$ cat src/rtl/edge_event_packer_pkg.sv
// Shared types and helpers for the edge event packer: row/column widths,
// the queued column-mask record and the lowest-set-bit helper.
package edge_event_packer_pkg;

    localparam int unsigned PipelineHeight = 5;
    localparam int unsigned RowWidth       = $clog2(PipelineHeight);
    localparam int unsigned ColumnWidth    = 10;

    typedef struct packed {
        logic [ColumnWidth-1:0]    column;
        logic [PipelineHeight-1:0] mask;
    } column_mask_t;

    typedef struct packed {
        logic [RowWidth-1:0] row;
        logic                one_left;
    } lowest_t;

    // Row of the lowest set bit, plus whether it is the only bit remaining.
    function automatic lowest_t lowest_set_index(input logic [PipelineHeight-1:0] mask);
        lowest_t res;
        res = '0;
        for (int i = int'(PipelineHeight) - 1; i >= 0; i--) begin
            if (mask[i]) res.row = RowWidth'(i);
        end
        res.one_left = (mask != '0) &&
                       ((mask & (mask - PipelineHeight'(1))) == '0);
        return res;
    endfunction

endpackage

$ cat src/rtl/edge_mask_fifo.sv
// Small synchronous FIFO of pending column masks with pointer-derived occupancy.
// Push is accepted while full if a pop happens in the same cycle.
module edge_mask_fifo
    import edge_event_packer_pkg::*;
#(
    parameter  int unsigned DEPTH     = 4,
    localparam int unsigned AddrWidth = $clog2(DEPTH),
    localparam int unsigned CntWidth  = AddrWidth + 1
) (
    input  logic                clock,
    input  logic                reset_n,
    input  logic                push_i,
    input  logic                pop_i,
    input  column_mask_t        wdata_i,
    output column_mask_t        rdata_o,
    output logic                full_o,
    output logic                empty_o,
    output logic [CntWidth-1:0] count_o
);

    column_mask_t        mem_q [DEPTH];
    logic [CntWidth-1:0] wr_q, wr_d;
    logic [CntWidth-1:0] rd_q, rd_d;
    logic                do_push, do_pop;

    assign count_o = wr_q - rd_q;
    assign full_o  = (count_o == CntWidth'(DEPTH));
    assign empty_o = (count_o == '0);
    assign rdata_o = mem_q[rd_q[AddrWidth-1:0]];

    assign do_pop  = pop_i && !empty_o;
    assign do_push = push_i && (!full_o || pop_i);

    always_comb begin
        wr_d = wr_q;
        rd_d = rd_q;
        if (do_push) wr_d = wr_q + CntWidth'(1);
        if (do_pop)  rd_d = rd_q + CntWidth'(1);
    end

    always_ff @(posedge clock or negedge reset_n) begin
        if (!reset_n) begin
            wr_q <= '0;
            rd_q <= '0;
        end else begin
            wr_q <= wr_d;
            rd_q <= rd_d;
        end
    end

    // Storage needs no reset: occupancy is tracked by the pointers.
    always_ff @(posedge clock) begin
        if (do_push) mem_q[wr_q[AddrWidth-1:0]] <= wdata_i;
    end

endmodule

$ cat src/rtl/edge_event_packer.sv
// Detects per-row 0->1 transitions along the column axis and serialises them
// into a valid/ready stream of (row, column) events, buffering bursts in a mask FIFO.
module edge_event_packer
    import edge_event_packer_pkg::*;
#(
    parameter int unsigned IMAGE_WIDTH = 640,
    parameter int unsigned FIFO_DEPTH  = 4
) (
    input  logic                      clock,
    input  logic                      reset_n,
    input  logic                      detect_valid,
    input  logic                      frame_start,
    input  logic [PipelineHeight-1:0] detect,
    output logic                      event_valid,
    input  logic                      event_ready,
    output logic [RowWidth-1:0]       event_row,
    output logic [ColumnWidth-1:0]    event_column,
    output logic                      event_last,
    output logic                      overflow,
    output logic [7:0]                drop_count,
    output logic                      busy
);

    localparam int unsigned CntWidth = $clog2(FIFO_DEPTH) + 1;

    logic [ColumnWidth-1:0]    col_cnt_q, col_cnt_d;
    logic [PipelineHeight-1:0] prev_q, prev_d;
    logic [PipelineHeight-1:0] ser_mask_q, ser_mask_d;
    logic [ColumnWidth-1:0]    ser_col_q, ser_col_d;
    logic                      valid_q;
    logic [RowWidth-1:0]       row_q;
    logic                      last_q;
    logic                      overflow_q, overflow_d;
    logic [7:0]                drop_q, drop_d;
    logic                      busy_q, busy_d;

    logic [ColumnWidth-1:0]    cur_col_c;
    logic [PipelineHeight-1:0] rise_c, remain_c;
    logic                      handshake_c, ser_free_c;
    logic                      bypass_c, push_req_c, push_c, pop_c, drop_c;
    lowest_t                   lowest_c;
    logic [CntWidth-1:0]       fifo_cnt_next_c;

    column_mask_t              fifo_head;
    logic                      fifo_full, fifo_empty;
    logic [CntWidth-1:0]       fifo_count;

    edge_mask_fifo #(.DEPTH(FIFO_DEPTH)) u_fifo (
        .clock   (clock),
        .reset_n (reset_n),
        .push_i  (push_c),
        .pop_i   (pop_c),
        .wdata_i ('{column: cur_col_c, mask: rise_c}),
        .rdata_o (fifo_head),
        .full_o  (fifo_full),
        .empty_o (fifo_empty),
        .count_o (fifo_count)
    );

    // Sampling, column tracking and rise detection; column 0 sees no history.
    always_comb begin
        cur_col_c = frame_start ? '0 : col_cnt_q;
        col_cnt_d = col_cnt_q;
        prev_d    = prev_q;
        rise_c    = '0;
        if (detect_valid) begin
            rise_c    = detect & ~((cur_col_c == '0) ? '0 : prev_q);
            prev_d    = detect;
            col_cnt_d = (cur_col_c == ColumnWidth'(IMAGE_WIDTH - 1)) ?
                        '0 : cur_col_c + ColumnWidth'(1);
        end
    end

    // Serialiser advance, FIFO/bypass arbitration and drop accounting.
    always_comb begin
        handshake_c = valid_q && event_ready;
        remain_c    = handshake_c ? (ser_mask_q & (ser_mask_q - PipelineHeight'(1)))
                                  : ser_mask_q;
        ser_free_c  = (remain_c == '0);
        pop_c       = ser_free_c && !fifo_empty;
        bypass_c    = (rise_c != '0) && ser_free_c && fifo_empty;
        push_req_c  = (rise_c != '0) && !bypass_c;
        drop_c      = push_req_c && fifo_full && !pop_c;
        push_c      = push_req_c && !drop_c;

        ser_mask_d  = remain_c;
        ser_col_d   = ser_col_q;
        if (pop_c) begin
            ser_mask_d = fifo_head.mask;
            ser_col_d  = fifo_head.column;
        end else if (bypass_c) begin
            ser_mask_d = rise_c;
            ser_col_d  = cur_col_c;
        end
        lowest_c = lowest_set_index(ser_mask_d);

        overflow_d = overflow_q || drop_c;
        drop_d     = (drop_c && drop_q != 8'hFF) ? drop_q + 8'd1 : drop_q;

        fifo_cnt_next_c = fifo_count + CntWidth'(push_c) - CntWidth'(pop_c);
        busy_d          = (ser_mask_d != '0) || (fifo_cnt_next_c != '0);
    end

    always_ff @(posedge clock or negedge reset_n) begin
        if (!reset_n) begin
            col_cnt_q  <= '0;
            prev_q     <= '0;
            ser_mask_q <= '0;
            ser_col_q  <= '0;
            valid_q    <= 1'b0;
            row_q      <= '0;
            last_q     <= 1'b0;
            overflow_q <= 1'b0;
            drop_q     <= '0;
            busy_q     <= 1'b0;
        end else begin
            col_cnt_q  <= col_cnt_d;
            prev_q     <= prev_d;
            ser_mask_q <= ser_mask_d;
            ser_col_q  <= ser_col_d;
            valid_q    <= (ser_mask_d != '0);
            row_q      <= lowest_c.row;
            last_q     <= lowest_c.one_left;
            overflow_q <= overflow_d;
            drop_q     <= drop_d;
            busy_q     <= busy_d;
        end
    end

    assign event_valid  = valid_q;
    assign event_row    = row_q;
    assign event_column = ser_col_q;
    assign event_last   = last_q;
    assign overflow     = overflow_q;
    assign drop_count   = drop_q;
    assign busy         = busy_q;

endmodule

$ cat config.mk
export PLATFORM = sky130hd
export DESIGN_NAME = edge_event_packer
export DESIGN_NICKNAME = d
export VERILOG_FILES = /design/src/rtl/edge_event_packer_pkg.sv /design/src/rtl/edge_mask_fifo.sv /design/src/rtl/edge_event_packer.sv
export SDC_FILE = /design/constraint.sdc
export NUM_CORES = 1
export LEC_CHECK = 0
export BUFFER_PORTS_ARGS = -buffer_cell sky130_fd_sc_hd__clkbuf_2
export CAP_MARGIN = 20
export CORE_MARGIN = 1
export CORE_UTILIZATION = 31
export DETAILED_ROUTE_END_ITERATION = 10
export GPL_ROUTABILITY_DRIVEN = 0
export SETUP_SLACK_MARGIN = 0.2
export SLEW_MARGIN = 20
export SYNTH_ARGS = -nofsm -noshare
export SYNTH_HDL_FRONTEND = slang
export SYNTH_SLANG_ARGS = --single-unit
$ cat constraint.sdc
create_clock -name clock -period 4.4 [get_ports clock]
set_input_delay 0.88 -clock clock [delete_from_list [all_inputs] [get_ports clock]]
set_output_delay 0.88 -clock clock [all_outputs]
set_load 0.02 [all_outputs]
# Yosys cells after proc, flatten, opt, wreduce, memory -nomap -nowiden
# Memories as Yosys holds them, arrays and structs flattened.
# Cells that the tools add are included.
dict set report totals {
  ff_bits 51
  ram_bits 60
  inputBits 10
  output_inout_bits 25
  wordCells 73
  memories 1
}
dict set report op_classes {
  add_sub_neg 9
  n_eq_ne 3
  mux 16
  bitwise 4
  n_reduce_logical 28
}
# memory words width read_ports rd_clocked_by_memory_dff wr line
set mem_list {}
lappend mem_list {u_fifo.mem_q 4 15 1 0 1 edge_mask_fifo.sv:21} ;# column_mask_t mem_q [DEPTH];
# operator count
set op_table {}
lappend op_table {{10-bit 2-to-1 mux} 4}
lappend op_table {{5-bit 2-to-1 mux} 5}
lappend op_table {{5-bit AND} 3}
lappend op_table {{3-bit 2-to-1 mux} 5}
lappend op_table {{1-bit logical AND} 12}
lappend op_table {{10-bit by 1-bit adder with 10-bit output (second input constant)} 1}
lappend op_table {{10-bit equality test (second input constant)} 1}
lappend op_table {{10-bit zero test} 1}
lappend op_table {{5-bit zero test} 2}
lappend op_table {{5-bit nonzero test} 2}
lappend op_table {{5-bit by 1-bit subtractor with 5-bit output (second input constant)} 2}
lappend op_table {{8-bit by 1-bit adder with 8-bit output (second input constant)} 1}
lappend op_table {{8-bit != test (second input constant)} 1}
lappend op_table {{3-bit by 1-bit adder with 3-bit output (second input constant)} 2}
lappend op_table {{1-bit zero test} 5}
lappend op_table {{5-bit inverter} 1}
lappend op_table {{3-bit by 1-bit adder with 3-bit output} 1}
lappend op_table {{3-bit equality test (second input constant)} 1}
lappend op_table {{3-bit zero test} 1}
lappend op_table {{1-bit logical OR} 3}
lappend op_table {{3-bit nonzero test} 1}
lappend op_table {{3-bit by 1-bit subtractor with 3-bit output} 1}
lappend op_table {{3-bit subtractor} 1}
lappend op_table {{1-bit 2-to-1 mux} 2}
lappend op_table {{2-bit nonzero test} 1}

# Depth between registers and ports, before layout
# Gate-level depths: netlist of run 1.
dict set report logic_depth {
  ltp_word 19
  depth_mapped 19
  ltp_nobuf 16
}

# By module
# A second synthesis of run 1 with hierarchy kept.
dict set report hier_totals {
  hier_cells 379
  hier_area_um2 5123.7
}
# mod instances cells_each area_per_inst_um2 seq_area_each_um2
set modules_own_cells {}
lappend modules_own_cells {edge_mask_fifo 1 117 2583.7 1951.9}
lappend modules_own_cells {edge_event_packer 1 262 2539.9 1126.1}

# Worst setup path after synthesis of run 1
# Ideal clock, no wire load.
dict set report synth_timing {
  path_kind {reg-to-reg}
  start {register u_fifo.rd_q[1]}
  end {register busy_q (netlist: busy)}
  setup_ns 0.139
  t_arrival_ns 4.265
  required_ns 4.261
  slack_ns -0.003
  stages_incl_launch_ff 20
  n_path_buf 5
  synth_period_minus_slack_ns 4.403
  path_cell_list {dfrtp_1 clkbuf_1 clkbuf_1 inv_1 fa_1 nor2b_1 nor2b_1 buf_4 nand2b_4 buf_6 inv_1 buf_1 ha_1 inv_1 ha_1 inv_1 fa_1 xnor2_1 xnor2_1 or4b_1}
}
dict set report synth_via {
  elab_chain_len 13
  elab_cells_between_ends 21
  classes_between {3 x add/sub; 1 x eq/ne; 2 x mux; 14 x reduce/logical; 1 x memory}
}
# item line
set synth_lines {}
lappend synth_lines {{start: declaration} edge_mask_fifo.sv:23} ;# logic [CntWidth-1:0] rd_q, rd_d;
lappend synth_lines {{start signal: assignment} edge_mask_fifo.sv:47} ;# rd_q <= rd_d;
lappend synth_lines {{3-bit subtractor} edge_mask_fifo.sv:26} ;# assign count_o = wr_q - rd_q;
lappend synth_lines {{3-bit zero test} edge_mask_fifo.sv:28} ;# assign empty_o = (count_o == '0);
lappend synth_lines {{1-bit logical AND} edge_event_packer.sv:81} ;# bypass_c = (rise_c != '0) && ser_free_c && fifo_empty;
lappend synth_lines {{1-bit zero test} edge_event_packer.sv:82} ;# push_req_c = (rise_c != '0) && !bypass_c;
lappend synth_lines {{1-bit logical AND} edge_event_packer.sv:82}
lappend synth_lines {{1-bit logical AND (2 in a row)} edge_event_packer.sv:83} ;# drop_c = push_req_c && fifo_full && !pop_c;
lappend synth_lines {{1-bit zero test} edge_event_packer.sv:84} ;# push_c = push_req_c && !drop_c;
lappend synth_lines {{1-bit logical AND} edge_event_packer.sv:84}
lappend synth_lines {{3-bit by 1-bit adder with 3-bit output} edge_event_packer.sv:100} ;# fifo_cnt_next_c = fifo_count + CntWidth'(push_c) - CntWidth'(pop_c);
lappend synth_lines {{3-bit by 1-bit subtractor with 3-bit output} edge_event_packer.sv:100}
lappend synth_lines {{3-bit nonzero test} edge_event_packer.sv:101} ;# busy_d = (ser_mask_d != '0) || (fifo_cnt_next_c != '0);
lappend synth_lines {{1-bit logical OR (*)} edge_event_packer.sv:101}
lappend synth_lines {{named net busy_d} edge_event_packer.sv:35} ;# logic busy_q, busy_d;
lappend synth_lines {{end signal: assignment} edge_event_packer.sv:126} ;# busy_q <= busy_d;
lappend synth_lines {{end: declaration} edge_event_packer.sv:35}
# The timed path passes the listed nets; every way through them passes the cells marked *.
# A chain may end at the register's enable or synchronous reset.

# Final worst setup path of run 1
dict set report layout_timing {
  start {register u_fifo.wr_q[0]}
  end {register busy_q (netlist: busy)}
}
dict set report layout_via {
  elab_chain_len 13
  elab_cells_between_ends 20
  classes_between {3 x add/sub; 1 x eq/ne; 2 x mux; 14 x reduce/logical}
}
# item line
set layout_lines {}
lappend layout_lines {{start: declaration} edge_mask_fifo.sv:22} ;# logic [CntWidth-1:0] wr_q, wr_d;
lappend layout_lines {{start signal: assignment} edge_mask_fifo.sv:46} ;# wr_q <= wr_d;
lappend layout_lines {{3-bit subtractor (*)} edge_mask_fifo.sv:26}
lappend layout_lines {{3-bit zero test} edge_mask_fifo.sv:28}
lappend layout_lines {{1-bit logical AND} edge_event_packer.sv:81}
lappend layout_lines {{1-bit zero test} edge_event_packer.sv:82}
lappend layout_lines {{1-bit logical AND} edge_event_packer.sv:82}
lappend layout_lines {{1-bit logical AND (2 in a row)} edge_event_packer.sv:83}
lappend layout_lines {{1-bit zero test} edge_event_packer.sv:84}
lappend layout_lines {{1-bit logical AND} edge_event_packer.sv:84}
lappend layout_lines {{3-bit by 1-bit adder with 3-bit output} edge_event_packer.sv:100}
lappend layout_lines {{3-bit by 1-bit subtractor with 3-bit output} edge_event_packer.sv:100}
lappend layout_lines {{3-bit nonzero test} edge_event_packer.sv:101}
lappend layout_lines {{1-bit logical OR (*)} edge_event_packer.sv:101}
lappend layout_lines {{named net busy_d} edge_event_packer.sv:35}
# Marks and branches as above.

==> summary.md, run 1 <==
| Metric | Value |
|---|---|
| Achievable clock frequency | 255 MHz |
| Placed inst area | between 5000 and 6000 um^2 |
| CP startpoint kind | register |
| LEAKAGE | roughly 2.2 nW |
| Sw Pwr | 1.60 mW |
| EDFF count, synth | 60 |
| Max-cap violations | 0 |
| Die width | 128 um |
| Cell Pwr Density | 753 nW/um^2 |
| Crit Path Class | reg2reg |
| Mux contribution to synthesized area | 0.0800 |
| Total design power | 4.28 mW |
| CTS H-tree lvls | 3 |
| Slew headroom | 0.383 |
| First-pass GRT wire length | 16700 um |
| Detailed Routing Iterations Pass 1 | 5 |
| Post-synthesis sequential area ratio | 0.622 |
| WL final | between 10000 and 15000 um |
| Top Ports | 35 |
| Syn-to-layout area delta | 15.0% |
| Post-CTS setup buffers | 0 |
| Max VDD drop | 271 uV |
| Number of global-route vias before repair | roughly 3100 |
| Post-synthesis compound-gate area fraction | 0.0911 |
| Post-route antenna net violation count | 0 |
| Critical Path, Cell by Cell | inv_1 > ha_1 > inv_1 > fa_1 > nor2b_1 > nor2b_1 > buf_4 > nand2b_4 > inv_1 > ha_1 > inv_1 > ha_1 > inv_1 > fa_1 > xnor2_1 > xnor2_1 > or4b_1 |
| Largest area contributor in the netlist | edfxtp_1 |
| Sw Share | 0.373 |
| Die H | 128 um |
| Post-Synth Simple-Gate Area | 0.105 |
| Hold Buf Count CTS | 0 |
| Post_cts resized | 0 |
| HPWL Detailed | 7090 um |
| Top-area cell type share of the netlist area | 0.364 |
| Status | complete, no violations |
| Worst stage delay on the critical path | 0.50 ns |
| Top cell types by occurrence after synthesis | edfxtp_1 (60), dfrtp_1 (51), inv_1 (26), nor2_1 (16), mux4_2 (15) |
| Detailed-route via count | 3026 |
| Int Power | 2.69 mW |
| Proportion of layout cells with a drive suffix above 1 | 0.238 |
| Fin Setup TNS | 0 ns |
| Initial Util | 0.322 |
| Area contributors post-synth | edfxtp_1 (36%), dfrtp_1 (26%), mux4_2 (6.8%) |
| Synth Flop Type | edfxtp_1 |
| Pins Over Slew Limit | 0 |
| Synthesized Nets | 375 |
| Req. time, crit path | 4.61 ns |
| Syn avg cell area | 14.0 um^2 |
| Largest net degree at the start of global routing | 29 |
| Filler cell count | 1443 |
| Sequential Power Share | 0.391 |
| Clock Latency Late Sink | 0.34 ns |
| Clk root buf | clkbuf_16 |
| Final period util | 0.891 |
| Logic gate share of total power | 0.432 |
| Grt total ovfl | 0 |
| Die area | between 15000 and 20000 um^2 |
| Fin nets | 418 |
| Clock sink count | 111 |
| Crit-path most repeated cell | inv_1 |
| Ys async rst share | 0.459 |
| Core area | 15400 um^2 |
| Critical path's top delay family | adder cells |
| Antenna violations before repair | 0 |
| Clk pin slew, worst setup/hold paths | 0.07 ns |
| Most frequent cell after synthesis | edfxtp_1 |
| Register bit count reported by yosys | between 100 and 150 |
| Port Buffers | 34 |
| # rows | 45 |
| Critical Path AT | 4.13 ns |
| Worst hold path class | reg2reg |
| Total global-route track usage | 0.135 |
| Main combinational cell family by area after synthesis | simple AND/OR/NAND/NOR gates |
| RSZ-0062 raised after global routing | false |
| # DRC | 0 |
| CP Buf/Inv Count | 6 |
| Clk pwr share | 0.178 |
| DR iter-0 viols | 158 |
| TritonCTS clock tree | yes |
| DR WL/cell | about 16 um |
| Crit-path slowest cell | fa_1 |
| Crit. End Element | register |
| Design Area, Final | 5690 um^2 |
| Post-Syn Instances | 352 |
| Vias per inst | around 5 |
| Tightest Pin Transition | 0.926 ns |
| Count of different cell masters after synthesis | 52 |
| Shortest period the worst path allows | 3.92 ns |
| Post-Synth XOR/XNOR Area | 0.0334 |
| Longest Clk Path Bufs | 2 |
| CP max FO | 10 |
| Final setup fails | 0 |
| Post-synthesis adder-cell area fraction | 0.0359 |
| Mapped cell area | 4940 um^2 |
| Setup Skew | 0.00865 ns |
| Ant diodes | 0 |
| Final hold vios | 0 |
| Warnings, synthesis | 0 |
| CTS Buf Count | 9 |
power groups by stage:
stage          Clock [mW]  Combinational, mW  Sequential [mW]
3_5_place_dp            0               1.88             1.70
4_1_cts             0.783               1.88             1.68
5_1_grt             0.828               2.03             1.71
2_1_floorplan           0               1.32             1.75
3_3_place_gp            0               1.85             1.68
6_report            0.761               1.85             1.67
metal layers:
layer  track usage  up-vias  wire length, um
li1              -     1404                -
met1         0.181     1546             4580
met2         0.218       71             5030
met3        0.0238        5              372
met4        0.0464        0               88
met5             0        -                0
layout by cell type, fill, tap and decap left out, types with 12 or more instances in the layout:
cell type / n
clkbuf_2: 34
nand2_1: 12
dfrtp_1: 51
nor3_1: 14
xnor2_1: 12
o21ai_0: 12
inv_1: 26
mux4_2: 15
edfxtp_1: 60
nor2_1: 16
buf_4: 12
cell type report:
| type | count | area, um^2 | share of cell area |
|---|---|---|---|
| clock inverter | 6 | 43.8 | 0.00770 |
| timing repair buffer | 46 | 260 | 0.0458 |
| inverter | 26 | 97.6 | 0.0172 |
| tap | 211 | 264 | 0.0464 |
| sequential | 111 | 3080 | 0.541 |
| clock buffer | 10 | 239 | 0.0420 |
| multi-input combinational | 201 | 1710 | 0.300 |
per-stage QoR:
step / cells / setup WS (ns) / util / hold WS, ns
2_1_floorplan: 352 / 0.220 / - / 0.460
5_1_grt: 611 / 0.284 / 0.370 / 0.485
6_report: 611 / 0.479 / 0.370 / 0.476
3_5_place_dp: 595 / 0.209 / 0.352 / 0.464
3_3_place_gp: 595 / 0.354 / 0.352 / 0.456
4_1_cts: 611 / 0.466 / 0.370 / 0.482
cells by family after synthesis:
logic type / Yosys count
flip-flops: 111
AND/OR/NAND/NOR: 93
AO/OA/AOI/OAI: 57
buffers and inverters: 40
multiplexers: 20
XOR/XNOR: 18
adder cells (fa/ha/maj): 13
sequential cells by signal, summed over array words and instances (netlist names):
signal        flops
event_column     10
u_fifo.mem_q     60
ser_mask_q        5
prev_q            5
event_last        1
drop_count        8
event_row         3
u_fifo.rd_q       3
u_fifo.wr_q       3
event_valid       1
col_cnt_q        10
busy              1
overflow          1
final timing paths:
path / start / endpoint / slack [ns] / depth (start not counted)
max: u_fifo.wr_q[0]$_DFFE_PN0N_ / busy$_DFF_PN0_ / 0.48 / 17
min: overflow$_DFF_PN0_ / overflow$_DFF_PN0_ / 0.48 / 1
max reg2reg: u_fifo.wr_q[0]$_DFFE_PN0N_ / busy$_DFF_PN0_ / 0.48 / 17
min reg2reg: overflow$_DFF_PN0_ / overflow$_DFF_PN0_ / 0.48 / 1
max in group asynchronous: reset_n / ser_mask_q[0]$_DFF_PN0_ / 2.97 / 2
min in group asynchronous: reset_n / overflow$_DFF_PN0_ / 0.60 / 1
Note: power is estimated with default switching activity, not from simulation.
==> inputs of run 2 (changes only) <==
Clock period 4.4 ns to 4 ns, I/O delays scaled along.
==> run 2 against run 1 <==
  * Combinational power increased by 13%
  * Design area is 1.1% higher
  * Critical path type unchanged
  * Sequential cell count did not move
  * Utilization is 0.39 points higher
  * Highest routed layer unchanged
==> summary.md, run 2 (synthesis gave the netlist of run 1 again) <==
| Metric | Value |
|---|---|
| DR WL/cell | 16.1 um (-2.5%) |
| Antenna violations before repair | 0 (unchanged) |
| CP startpoint kind | register |
| Wire length on met3 | 413 um (+11%) |
| Number of global-route vias before repair | 3098 (+0.097%) |
| Final period util | 0.892 (+0.00125) |
| Fin Setup TNS | 0 ns (unchanged) |
| First-pass GRT wire length | 16200 um (-2.9%) |
| Longest Clk Path Bufs | 2 (unchanged) |
| Final hold vios | 0 (unchanged) |
| LEAKAGE | 2.28 nW (+1.6%) |
| Cell Pwr Density | 830 nW/um^2 (+10%) |
| Total global-route track usage | 0.131 (-0.00361) |
| CP max FO | 7 (-3) |
| Seq. cell area | 3080 um^2 (unchanged) |
| Req. time, crit path | 4.22 ns (-0.39 ns) |
| Tightest Pin Transition | 0.960 ns (+0.0340 ns) |
| Post-route antenna net violation count | 0 (unchanged) |
| Grt total ovfl | 0 (unchanged) |
| Max-cap violations | 0 (unchanged) |
| Hold Worst Slack | 0.478 ns (+0.00177 ns) |
| M1 WL | 4550 um (-0.72%) |
| Post-CTS setup buffers | 0 (unchanged) |
| Pins Over Slew Limit | 0 (unchanged) |
| Die width | 128 um (unchanged) |
| Initial Util | 0.322 (unchanged) |
| Detailed-route via count | 2980 (-1.5%) |
| CTS Buf Count | 9 (unchanged) |
| Highest Signal Layer | met4 |
| Crit Path Class | reg2reg |
| Post_cts resized | 0 (unchanged) |
| Status | complete, no violations |
| Die area | 16500 um^2 (unchanged) |
| # rows | 45 (unchanged) |
| Worst hold path class | reg2reg |
| CTS H-tree lvls | 3 (unchanged) |
| Area of the multi-input gates | 1710 um^2 (+0.29%) |
| Proportion of layout cells with a drive suffix above 1 | 0.262 (+0.0248) |
| WL met2 | 4800 um (-4.7%) |
| Port Buffers | 34 (unchanged) |
| Critical Path AT | 3.79 ns (-0.34 ns) |
| Top Ports | 35 (unchanged) |
| Fin nets | 426 (+1.9%) |
| HPWL Detailed | 6770 um (-4.5%) |
| Filler cell count | 1460 (+1.2%) |
| Total design power | 4.77 mW (+11%) |
| Crit. End Element | register |
| Max VDD drop | 336 uV (+24%) |
| Worst stage delay on the critical path | 0.55 ns (+0.05 ns) |
| Ant diodes | 0 (unchanged) |
| Hold Buf Count CTS | 0 (unchanged) |
| DR iter-0 viols | 188 (+19%) |
| Clock Latency Late Sink | 0.35 ns (about the same) |
| Slew headroom | 0.360 (-0.0227) |
| TritonCTS clock tree | yes |
| Syn-to-layout area delta | 16.2% |
| # DRC | 0 (unchanged) |
| Clock sink count | 111 (unchanged) |
| Achievable clock frequency | 280 MHz (+9.8%) |
| Max FFs per register | 60 (unchanged) |
| Critical Path, Cell by Cell | inv_2 > ha_1 > inv_1 > fa_1 > nor2b_2 > nor2b_1 > nand2b_4 > inv_2 > ha_1 > inv_1 > ha_1 > inv_1 > fa_2 > xnor2_1 > xnor2_1 > or4b_1 |
| Crit-path slowest cell | fa_1 |
| Die H | 128 um (unchanged) |
| Commonest non-fill, non-tap cell in the layout | edfxtp_1 |
| Clk pin slew, worst setup/hold paths | 0.07 ns (about the same) |
| Vias per inst | 4.81 (-2.8%) |
| Detailed Routing Iterations Pass 1 | 4 (-1) |
| Largest net degree at the start of global routing | 27 (-6.9%) |
| RSZ-0062 raised after global routing | false |
| Shortest period the worst path allows | 3.57 ns (-0.352 ns) |
| Clk root buf | clkbuf_16 |
| Setup Skew | 0.00754 ns (-0.00110 ns) |
| Final setup fails | 0 (unchanged) |
| WL final | 9950 um (-1.2%) |
| Commonest cells after routing, fill and taps aside | edfxtp_1 (60), dfrtp_1 (51), clkbuf_2 (34), inv_1 (23), buf_4 (20) |
| Core area | 15400 um^2 (unchanged) |
==> run 2: cell types whose count changed in the layout (fill, tap and decap cells not counted), sizes merged <==
cell / change
inv: +3
clkbuf: -1
buf: +8
clkinv: -1
clkinvlp: -1
==> run 2: cell type report <==
type,count,area share
multi-input cells,201,0.298
well taps,211,0.0459
inverters,26,0.0170
clock inverters,7,0.00914
flip-flops and latches,111,0.535
repair buffers,54,0.0557
clock buffers,9,0.0392
==> run 2: per-stage QoR <==
| stage | utilization | instance area [um^2] | setup slack, ns | std cells |
|---|---|---|---|---|
| floorplan | - | 4970 | 0.209 | 352 |
| global placement | 0.355 | 5460 | 0.218 | 602 |
| detailed placement | 0.355 | 5460 | 0.148 | 602 |
| CTS | 0.373 | 5740 | 0.378 | 618 |
| global route | 0.374 | 5750 | 0.209 | 619 |
| finish | 0.374 | 5750 | 0.430 | 619 |
==> run 2: layer usage <==
layer	up-vias	global-route usage
met4	0	0.0574
met3	12	0.0263
met5	-	0
li1	1426	-
met2	61	0.207
met1	1481	0.174
==> run 2: worst paths after layout <==
kind                                                  from                  endpoint  slack (ns)  cells after the start
min in group asynchronous                          reset_n    event_row[0]$_DFF_PN0_        0.50                      1
worst min register to register          overflow$_DFF_PN0_        overflow$_DFF_PN0_        0.48                      1
worst min-delay path                    overflow$_DFF_PN0_        overflow$_DFF_PN0_        0.48                      1
max in group asynchronous                          reset_n  col_cnt_q[7]$_DFFE_PN0P_        2.69                      2
worst max-delay path            u_fifo.wr_q[0]$_DFFE_PN0N_            busy$_DFF_PN0_        0.43                     16
worst max register to register  u_fifo.wr_q[0]$_DFFE_PN0N_            busy$_DFF_PN0_        0.43                     16
==> run 2: power by group <==
group	leakage [nW]	total (mW)	internal (mW)	switching, mW
registers	1.20	1.84	1.65	0.186
clock network	0.139	0.849	0.430	0.419
logic	0.938	2.09	0.903	1.19
==> run 2: worst max-delay path, delay by kind of cell (launching register included) <==
family                   cells  cell delay (ns)
adder cells (fa/ha/maj)      5             1.45
AND/OR/NAND/NOR              4             1.02
flip-flops                   1             0.41
buffers and inverters        5             0.31
XOR/XNOR                     2             0.26
==> inputs of run 3 (changes only) <==
Settings changed: ABC_AREA from default to 1.
==> run 3 against run 2 <==
  * Utilization shrank 0.29 points
  * Sequential cell count is the same
  * Design area shrank 0.78%
  * Critical endpoint unchanged
  * Largest power group unchanged
==> summary.md, run 3 <==
| Metric | Value |
|---|---|
| Status | complete, no violations |
| Ys async rst share | 0.459 (unchanged) |
| Count of different cell masters after synthesis | 31 (-40%) |
| Commonest cells after routing, fill and taps aside | nand2_1 (84), nor2_1 (63), edfxtp_1 (60), inv_1 (53), dfrtp_1 (51) |
| Final hold vios | 0 (unchanged) |
| Final setup fails | 0 (unchanged) |
| Clock sink count | 111 (unchanged) |
| Fin Setup TNS | 0 ns (unchanged) |
| Largest net degree at the start of global routing | 34 (+26%) |
| Clk pin slew, worst setup/hold paths | 0.07 ns (about the same) |
| Hold Buf Count CTS | 0 (unchanged) |
| Proportion of layout cells with a drive suffix above 1 | 0.149 (-0.114) |
| Post-Syn Instances | 481 (+37%) |
| Mapped cell area | 4950 um^2 (+0.15%) |
| Int Power | 2.83 mW (-5.2%) |
| DR WL/cell | 14.3 um (-11%) |
| Setup Skew | 0.00809 ns (+0.000544 ns) |
| Detailed-route via count | 3419 (+15%) |
| Largest area contributor in the netlist | edfxtp_1 |
| Critical Path, Cell by Cell | inv_1 > ha_1 > inv_1 > fa_1 > xor2_1 > xnor2_1 > inv_1 > nand2_1 > nor2_1 > inv_1 > nand3_2 > inv_1 > ha_1 > inv_1 > fa_1 > xnor2_1 > nor3b_1 > nand4_1 |
| CP max FO | 6 (-1) |
| Sequential Power Share | 0.382 (-0.003) |
| Total design power | 4.68 mW (-2.0%) |
| Top Ports | 35 (unchanged) |
| Core area | 15400 um^2 (unchanged) |
| Pre-CTS setup slack | 0.318 ns (+0.170 ns) |
| Top-area cell type share of the netlist area | 0.364 (-0.000552) |
| HPWL Detailed | 7110 um (+5.0%) |
| Highest Signal Layer | met4 |
| M1 WL | 4830 um (+6.3%) |
| Ant diodes | 0 (unchanged) |
| Warnings, synthesis | 0 (unchanged) |
| Vias per inst | 4.65 (-3.5%) |
| Final core utilization | 0.371 (-0.00293) |
| Worst R2R Setup Slack | 0.59 ns (+0.16 ns) |
| Req. time, crit path | 4.22 ns (about the same) |
| WL met2 | 5110 um (+6.6%) |
| Longest Clk Path Bufs | 2 (unchanged) |
| Slew headroom | 0.406 (+0.0459) |
| Final period util | 0.852 (-0.0406) |
| EDFF count, synth | 60 (unchanged) |
| Post-route antenna net violation count | 0 (unchanged) |
| Die H | 128 um (about the same) |
| Crit Path Class | reg2reg |
| Worst Slack Setup Final | 0.592 ns (+0.162 ns) |
| Sw Share | 0.395 (+0.0200) |
| Achievable clock frequency | 293 MHz (+4.8%) |
| Detailed Routing Iterations Pass 1 | 5 (+1) |
| RSZ-0062 raised after global routing | false |
| WL final | 10600 um (+6.1%) |
| CTS Buf Count | 9 (unchanged) |
| Design Area, Final | 5700 um^2 (-0.78%) |
| Critical Path AT | 3.62 ns (-0.17 ns) |
| Post-synthesis sequential area ratio | 0.622 (-0.000944) |
| Initial Util | 0.322 (+0.000488) |
| Clk pwr share | 0.194 (+0.016) |
| Dpl cells | 720 (+20%) |
| CP Buf/Inv Count | 6 (+1) |
| Post_cts resized | 0 (unchanged) |
| Critical path's top delay family | adder cells |
| Reg-to-reg startpoint | u_fifo.wr_q[0]$_DFFE_PN0N_ |
| Most frequent cell after synthesis | nand2_1 |
| Sw Pwr | 1.85 mW (+3.2%) |
| Max VDD drop | 265 uV (-21%) |
| Die area | 16500 um^2 (+0.15%) |
| Clock Latency Late Sink | 0.35 ns (about the same) |
| Syn-to-layout area delta | 15.2% |
| Syn avg cell area | 10.3 um^2 (-27%) |
| Worst Setup SP | u_fifo.wr_q[0]$_DFFE_PN0N_ |
| CTS H-tree lvls | 3 (unchanged) |
| Reg-to-reg endpoint | busy$_DFF_PN0_ |
| TritonCTS clock tree | yes |
| Count of non-filler cells in the finished layout | 736 (+19%) |
| Antenna violations before repair | 0 (unchanged) |
| Register bit count reported by yosys | 111 (unchanged) |
| Synthesized Nets | 504 (+34%) |
| Commonest non-fill, non-tap cell in the layout | nand2_1 |
| Pins Over Slew Limit | 0 (unchanged) |
| Max FFs per register | 60 (unchanged) |
| First-pass GRT wire length | 17200 um (+6.4%) |
| Area contributors post-synth | edfxtp_1 (36%), dfrtp_1 (26%), nand2_1 (6.4%) |
| Worst Setup EP | busy$_DFF_PN0_ |
| Crit-path most repeated cell | inv_1 |
| LEAKAGE | 2.46 nW (+8.2%) |
| Number of global-route vias before repair | 3311 (+6.9%) |
| Post-CTS setup buffers | 0 (unchanged) |
| Placed inst area | 5400 um^2 (-1.2%) |
| Crit. End Element | register |
| Wire length on met3 | 358 um (-13%) |
| Fin nets | 543 (+27%) |
| Die width | 128 um (about the same) |
| Max-cap violations | 0 (unchanged) |
| Tightest Pin Transition | 0.890 ns (-0.0698 ns) |
| Crit. path cell count | 18 (+2) |
| Worst stage delay on the critical path | 0.40 ns (-0.15 ns) |
| Shortest period the worst path allows | 3.41 ns (-0.162 ns) |
| Top cell types by occurrence after synthesis | nand2_1 (84), nor2_1 (63), edfxtp_1 (60), inv_1 (53), dfrtp_1 (51) |
| Grt total ovfl | 0 (unchanged) |
| Synth Flop Type | edfxtp_1 |
| Clk root buf | clkbuf_16 |
| Logic gate share of total power | 0.424 (-0.013) |
| # rows | 45 (unchanged) |
| Worst hold path cell count | 1 (unchanged) |
| CP startpoint kind | register |
| Worst hold path class | reg2reg |
| DR iter-0 viols | 187 (-0.53%) |
| Crit-path slowest cell | dfrtp_1 |
| # DRC | 0 (unchanged) |
| Cell Pwr Density | 820 nW/um^2 (-1.2%) |
| Hold Worst Slack | 0.473 ns (-0.00569 ns) |
| Worst Reg-to-Reg Cells | 18 (+2) |
| Port Buffers | 34 (unchanged) |
| Total global-route track usage | 0.138 (+0.00747) |
[run 3: cell types whose count changed after synthesis, moves of 7 or more]
cell and change:
nand3_1 +16, o21ai_0 +25, and2_1 -8, o211ai_1 +10, o22ai_1 +13, inv_1 +27
a21oi_1 -10, nor2_1 +47, a221o_1 -10, nand2_1 +72, nor3_1 -11, mux4_2 -15
and3_1 -7
[run 3: kinds of logic after synthesis]
| logic type | Yosys count | share of synthesized area |
|---|---|---|
| AOI/OAI and AO/OA | 73 | 0.0884 |
| xor gates and xnor gates | 18 | 0.0318 |
| DFF | 111 | 0.622 |
| muxes | 1 | 0.00227 |
| buffers and inverters | 73 | 0.0553 |
| and+or+nand+nor | 192 | 0.165 |
| adders and majority gates | 13 | 0.0359 |
[run 3: final cells by class]
class,count,area (um^2)
clock buffer,10,239
timing repair buffer,43,238
clock inverter,6,66.3
tap,211,264
multi-input combinational,297,1600
inverter,58,218
fill,1502,9670
sequential,111,3080
[run 3: how the worst min path moves through the flow]
| stage | startpoint | end |
|---|---|---|
| floorplan | prev_q[0]$_DFFE_PN0P_ | prev_q[0]$_DFFE_PN0P_ |
| detailed placement | overflow$_DFF_PN0_ | overflow$_DFF_PN0_ |
| finish | overflow$_DFF_PN0_ | overflow$_DFF_PN0_ |
| CTS | overflow$_DFF_PN0_ | overflow$_DFF_PN0_ |
| global placement | overflow$_DFF_PN0_ | overflow$_DFF_PN0_ |
| global route | overflow$_DFF_PN0_ | overflow$_DFF_PN0_ |
[run 3: metal layers]
layer,global-route usage,vias to the layer above
met5,0,-
met4,0.0713,0
met1,0.183,1658
met2,0.222,68
met3,0.0195,14
li1,-,1679
[run 3: worst reg2reg max path, cell delays in order (launching register included)]
cell,delay (ns)
dfrtp_1,0.40
inv_1,0.15
ha_1,0.17
inv_1,0.05
fa_1,0.40
xor2_1,0.17
xnor2_1,0.32
inv_1,0.07
nand2_1,0.08
nor2_1,0.11
inv_1,0.09
nand3_2,0.13
inv_1,0.12
ha_1,0.14
inv_1,0.05
fa_1,0.40
xnor2_1,0.13
nor3b_1,0.18
nand4_1,0.11
[run 3: power by group through the flow]
stage / Sequential, mW / Combinational, mW / Clock (mW)
after global routing: 1.82 / 2.25 / 0.969
after detailed placement: 1.81 / 2.01 / 0
after floorplan: 1.90 / 1.32 / 0
after global placement: 1.80 / 1.98 / 0
after CTS: 1.79 / 2.02 / 0.929
final: 1.79 / 1.98 / 0.909
